[config.mk]
export PLATFORM = sky130hd
export DESIGN_NAME = mult_sequencer
export DESIGN_NICKNAME = d
export VERILOG_FILES = /design/src/rtl/mult_sequencer.sv
export SDC_FILE = /design/constraint.sdc
export NUM_CORES = 1
export LEC_CHECK = 0
export CAP_MARGIN = 40
export CELL_PAD_IN_SITES_DETAIL_PLACEMENT = 1
export CELL_PAD_IN_SITES_GLOBAL_PLACEMENT = 1
export CORE_MARGIN = 5
export CORE_UTILIZATION = 30
export CTS_CLUSTER_DIAMETER = 60
export DETAILED_ROUTE_END_ITERATION = 6
export GPL_ROUTABILITY_DRIVEN = 0
export PLACE_DENSITY_LB_ADDON = 0.3
export SETUP_SLACK_MARGIN = 0.15
export SLEW_MARGIN = 20
export SYNTH_ARGS = -nofsm -noshare
export SYNTH_HDL_FRONTEND = slang
export SYNTH_SLANG_ARGS = --single-unit
[constraint.sdc]
create_clock -name clk -period 1.9 [get_ports clk]
set_clock_uncertainty 0.2 [all_clocks]
set_input_delay 0.38 -clock clk [delete_from_list [all_inputs] [get_ports clk]]
set_output_delay 0.38 -clock clk [all_outputs]
set_load 0.02 [all_outputs]
[src/rtl/mult_sequencer.sv]
// rtl/mult_sequencer.sv - control sequencer for a shift-and-add multiplier datapath
// Turns one start press into a load cycle, WORD_LENGTH iterate cycles and a one-cycle done pulse.
module mult_sequencer #(
  parameter int WORD_LENGTH       = 16,
  parameter int NBITS_FOR_COUNTER = $clog2(WORD_LENGTH + 1)
) (
  input  logic                         clk,
  input  logic                         reset,
  input  logic                         start,
  input  logic                         multiplier_lsb,
  output logic                         load,
  output logic                         shift_en,
  output logic                         add_en,
  output logic                         busy,
  output logic                         done,
  output logic [NBITS_FOR_COUNTER-1:0] iteration
);

  typedef enum logic [2:0] {
    WAIT_RELEASE = 3'd0,
    IDLE         = 3'd1,
    LOAD         = 3'd2,
    ITERATE      = 3'd3,
    DONE         = 3'd4
  } state_t;

  localparam logic [NBITS_FOR_COUNTER-1:0] LAST_ITER = NBITS_FOR_COUNTER'(WORD_LENGTH - 1);

  state_t                         state_q, state_d;
  logic [NBITS_FOR_COUNTER-1:0]   counter_q, counter_d;

  always_ff @(posedge clk) begin
    if (!reset) begin
      state_q   <= WAIT_RELEASE;
      counter_q <= '0;
    end else begin
      state_q   <= state_d;
      counter_q <= counter_d;
    end
  end

  // The counter only holds a nonzero value while iterating, so it restarts at 0 after any abort.
  always_comb begin
    state_d   = state_q;
    counter_d = '0;
    load      = 1'b0;
    shift_en  = 1'b0;
    add_en    = 1'b0;
    busy      = 1'b0;
    done      = 1'b0;
    iteration = '0;
    case (state_q)
      WAIT_RELEASE: begin
        if (!start) state_d = IDLE;
      end
      IDLE: begin
        if (start) state_d = LOAD;
      end
      LOAD: begin
        load    = 1'b1;
        busy    = 1'b1;
        state_d = ITERATE;
      end
      ITERATE: begin
        shift_en  = 1'b1;
        busy      = 1'b1;
        add_en    = multiplier_lsb;
        iteration = counter_q;
        if (counter_q == LAST_ITER) state_d = DONE;
        else                        counter_d = counter_q + 1'b1;
      end
      DONE: begin
        done    = 1'b1;
        // A start still held here must be released before the next operation.
        state_d = start ? WAIT_RELEASE : IDLE;
      end
      default: state_d = WAIT_RELEASE;
    endcase
  end

endmodule

# [Word-level counts from Yosys, hierarchy flattened]
# Index checks and enable logic that the tools add are counted.
[classes] addsub=1 n_shift=0 bitwise=2 eq_ne=8 div=0 multipliers=0 mux=11 reduce_logical=4 order_cmp=0
[op_table] op="$pmux W3 S5" count=1
[op_table] op="$mux W3" count=3
[op_table] op="$eq A3 B2 Y1 const B" count=2
[op_table] op="$mux W1" count=6
[op_table] op="$ne A2 B2 Y1 const B" count=3
[op_table] op="$add A5 B1 Y5 const B" count=1
[op_table] op="$eq A5 B4 Y1 const B" count=1
[op_table] op="$mux W5" count=1
[op_table] op="$eq A3 B1 Y1 const B" count=1
[op_table] op="$eq A3 B3 Y1 const B" count=1
[op_table] op="$logic_not A3 Y1" count=1
[op_table] op="$reduce_and A3 Y1" count=1
[op_table] op="$reduce_or A3 Y1" count=1
[op_table] op="$not A1 Y1" count=2
[op_table] op="$reduce_or A2 Y1" count=1
[totals] rom_bits=0 ram_bits=0 ff_bits=8 word_cells=28 latch_bits=0 n_memories=0 out_inout_bits=10 in_bits=4

# [Longest topological paths before layout]
# Gate-level depths: netlist of run 1.
[depth] ltp_word=3 depth_mapped=6 depth_no_buf=6

# [Worst setup path after synthesis of run 1]
# Ideal clock, no wire load.
[synth_timing] path_type="reg2out" startpoint="register state_q[1]" endpoint="output port load" path_slack_ps=173 required_time_ps=1320 path_buffers=0 path_stages_with_launch=3 arrival_ps=1147 cell_sequence="dfxtp_1 > nor2b_1 > nor2b_1"
[synth_between] elab_chain_cells=2
[synth_rtl] item="start: declaration" line_no="29" text="state_t state_q, state_d;"
[synth_rtl] item="start signal: assignment" line_no="37" text="state_q <= state_d;"
[synth_rtl] item="$eq A3 B2 Y1" line_no="52" text="case (state_q)"
[synth_rtl] item="$mux W1" line_no="52"
[synth_rtl] item="end: declaration" line_no="11" text="output logic load,"
# Every way passes these cells.

# [Worst setup path in the final report of run 1]
[layout_timing] startpoint="register state_q[2]" endpoint="output port iteration[3]"
[layout_between] elab_chain_cells=2
[layout_rtl] item="$eq A3 B2 Y1" line_no="52"
[layout_rtl] item="$mux W5" line_no="52"
[layout_rtl] item="end: declaration" line_no="16" text="output logic [NBITS_FOR_COUNTER-1:0] iteration"
# Every way passes these cells.

==> key figures, run 1 <==
Clocking
  – TritonCTS clock tree: yes
  – Clock sink count: 8
  – Clock transition at the registers of the reported paths: 50 ps
  – CTS max path bufs: 2
  – Htree depth: 1
  – Buffer cell driving the clock tree root: clkbuf_4
  – Clock latency on the worst-skew pair: 250 ps
  – Number of buffers created by CTS: 3

Yosys
  – Top post-synthesis cells by area: dfxtp_1 40%, and2_1 9.4%, ha_1 6.3%
  – Netlist area before placement: 400 sq um
  – Average cell area after synthesis: 9.31 sq um
  – Synth area leader: dfxtp_1
  – Synth Net Count: 49
  – Yosys top cell area share: 40.0%
  – Gate count of the mapped netlist: 43
  – Warnings from Yosys: 0
  – Proportion of synthesized chip area in sequential cells: 40.0%
  – Register bit total from synthesis: 8
  – Library cells used by synthesis: 18

GRT
  – Pin count of the biggest net entering global routing: 7
  – Met1 usage in global routing: 12.9%
  – Met2 Resource Use GR: 19.0%
  – GRT Max-Usage Layer: met2
  – Initial antenna violation count: 0
  – Via count of the first global-routing pass: 403
  – Global-route wire length before repair: 1.71 mm
  – Met3 Use GR: 2.34%
  – Overall Global Routing Usage: 11.6%
  – GRT Residual Overflow: 0

Worst setup path
  – Stage delay of the slowest cell on the critical path: 320 ps
  – Worst-path maximum fanout: 5
  – Kind of launch point of the worst setup path: flip-flop
  – Number of buffers and inverters on the critical path: 1
  – Beginning of the worst register-to-register path: counter_q[0]$_SDFF_PP0_
  – Arrival time of the worst setup path: 1140 ps
  – Slack of the worst reg-to-reg path: 340 ps
  – Kind of capture point of the worst setup path: output pin
  – Top delay family on crit path: simple AND/OR/NAND/NOR gates
  – Critical register-to-register path endpoint: state_q[1]$_SDFFE_PN0P_
  – Number of cell instances on the worst register-to-register path: 6
  – Worst Setup Path Type: flip-flop to output pin
  – Critical path depth: 3
  – Cell-by-cell trace of the critical path: and3b_2 > and2_4 > buf_6
  – Critical path required time: 1320 ps
  – Slowest stage cell, crit path: dfxtp_2

Placement
  – Placement-stage worst setup slack: -222 ps
  – Placed cell area: 561 sq um
  – Post-detailed-placement half-perimeter wirelength: 699 um
  – Total of buffers placed on input and output ports: 13

Power and ir drop
  – Static Leak: 0.000309 uW
  – IR Drop Worst-Case VDD: 0.234 mV
  – Pwr/cell area: 539 nW/um^2
  – Total power of the final layout: 344 uW

Floorplan
  – I/O pin count: 14
  – Initial core utilization: 31.2%
  – Row cnt: 13
  – Chip width: 46.5 um
  – Core region area: 1280 sq um
  – Die area: 2170 sq um
  – Die H: 46.5 um

Min path
  – Beginning of the worst hold path: counter_q[0]$_SDFF_PP0_
  – Worst hold path endpoint: counter_q[0]$_SDFF_PP0_
  – Class of the tightest hold or removal check: flip-flop to flip-flop
  – Worst Hold Path Cells: 1

Routing
  – Wire length per cell after detailed routing: 13.3 um
  – Via count: 366
  – Detail Route Antenna Nets: 0
  – Detailed-router iteration count before antenna repair: 2
  – Post-route DRC violation count: 0
  – Wire length after detailed routing: 1.07 mm
  – Via-to-Cell Ratio: 4.58
  – Starting DRT DRC Count: 1

STA
  – Final hold viol count: 0
  – RSZ-0062 raised after global routing: true
  – Slew Limit Fails: 0
  – Slew at the pin with the worst max-slew slack: 189 ps
  – Setup violation total in the final timing report: 0
  – Tightest slew margin relative to the limit: 87.4%
  – Shortest period the worst path allows: 1720 ps
  – Max Clk Rate: 0.583 GHz
  – Final worst slack: 184 ps
  – Ratio of final minimum period to clock period: 90.3%

Final layout
  – Syn-to-layout area delta: 59.7%
  – Number of nets in the layout: 73
  – ANT cells: 0
  – End-of-flow core utilization: 49.8%
  – Post-route design area: 639 sq um
  – Share of layout cells above drive strength 1: 52.3%

Status
  – Outcome: completed

Flow run
  – Max_cap viols: 0
[layout by cell type, fill, tap and decap left out]
| master | Yosys | routed |
|---|---|---|
| a21oi_1 | 2 | 2 |
| and2_1 | 6 | 1 |
| and2_4 | 0 | 5 |
| and3_1 | 2 | 2 |
| and3b_1 | 2 | 1 |
| and3b_2 | 0 | 2 |
| buf_2 | 0 | 1 |
| buf_4 | 0 | 7 |
| buf_6 | 1 | 6 |
| clkbuf_2 | 0 | 1 |
| clkbuf_4 | 0 | 3 |
| clkdlybuf4s15_2 | 0 | 1 |
| clkdlybuf4s50_1 | 0 | 3 |
| dfxtp_1 | 8 | 5 |
| dfxtp_2 | 0 | 3 |
| ha_1 | 2 | 2 |
| inv_1 | 2 | 2 |
| nand2_1 | 2 | 2 |
| nand2b_1 | 2 | 2 |
| nand3_1 | 2 | 2 |
| nand3b_4 | 1 | 1 |
| nor2_1 | 3 | 3 |
| nor2_2 | 2 | 2 |
| nor2b_2 | 0 | 1 |
| nor2b_4 | 0 | 1 |
| nor3b_1 | 2 | 2 |
| xnor2_1 | 1 | 1 |
| xor2_1 | 1 | 1 |
[synth_stat cells]
cell type and instances:
dfxtp_1 8, and2_1 6, nor2_1 3, a21oi_1 2, and3_1 2, and3b_1 2
ha_1 2, inv_1 2, nand2_1 2, nand2b_1 2, nand3_1 2, nor2_2 2
nor2b_1 2, nor3b_1 2, buf_6 1, nand3b_4 1, xnor2_1 1, xor2_1 1
[how the worst max path moves through the flow]
stage | from | to
after floorplan | state_q[1]$_SDFFE_PN0P_ | load
after CTS | state_q[1]$_SDFFE_PN0P_ | load
final | state_q[2]$_SDFFE_PN0P_ | iteration[3]
after detailed placement | multiplier_lsb | add_en
after global routing | state_q[2]$_SDFFE_PN0P_ | iteration[0]
after global placement | multiplier_lsb | add_en
[cell families (layout without fill, tap and decap cells)]
logic type,Yosys count,after routing,synth area share [%]
XOR/XNOR,2,2,4.38
flip-flops,8,8,40.0
adder cells (fa/ha/maj),2,2,6.25
AO/OA/AOI/OAI,2,2,2.50
AND/OR/NAND/NOR,26,27,42.2
buffers and inverters,3,24,4.69
[layout make-up]
type / count / area [sq um]
flip-flops and latches: 8 / 164
multi-input cells: 33 / 255
inverters: 2 / 7.51
well taps: 15 / 18.8
fillers: 159 / 646
clock buffers: 3 / 22.5
repair buffers: 19 / 171
[timing repair]
item	4_1_cts	5_1_grt
hold buffers	0	0
pin swaps	0	5
endpoints found under the setup margin	10	9
resized for setup	44	21
cloned	1	0
buffers inserted	1	2
[sequential cells by signal (all words and copies together) (netlist names)]
| signal | count |
|---|---|
| counter_q | 5 |
| state_q | 3 |
[layer usage]
layer / up-vias / routed length, um / part of all wire, %
li1: 187 / - / -
met3: 2 / 58 / 5.4
met1: 166 / 465 / 44
met2: 11 / 536 / 50
met5: - / 0 / 0
met4: 0 / 4 / 0.38
[power breakdown]
group	internal [uW]	switching [uW]
clock	72.3	57.5
combinational	22.8	17.9
sequential	171	2.49
total	267	77.8
[stage by stage]
stage | hold WS [ps] | TNS [ps] | std cells
2_1_floorplan | 226 | 0 | 43
3_3_place_gp | 249 | -1040 | 73
3_5_place_dp | 249 | -1230 | 73
4_1_cts | 264 | 0 | 78
5_1_grt | 298 | 0 | 80
6_report | 262 | 0 | 80
(Power assumes the default switching activity.)
==> run 2: changes to the inputs <==
--- a/config.mk
+++ b/config.mk
@@ -5,7 +5,7 @@
 export SDC_FILE = /design/constraint.sdc
 export NUM_CORES = 1
 export LEC_CHECK = 0
-export CAP_MARGIN = 40
+export CAP_MARGIN = 10
 export CELL_PAD_IN_SITES_DETAIL_PLACEMENT = 1
 export CELL_PAD_IN_SITES_GLOBAL_PLACEMENT = 1
 export CORE_MARGIN = 5
==> results of run 2 <==
No change in the layout: final DEF, timing and power equal those of run 1.
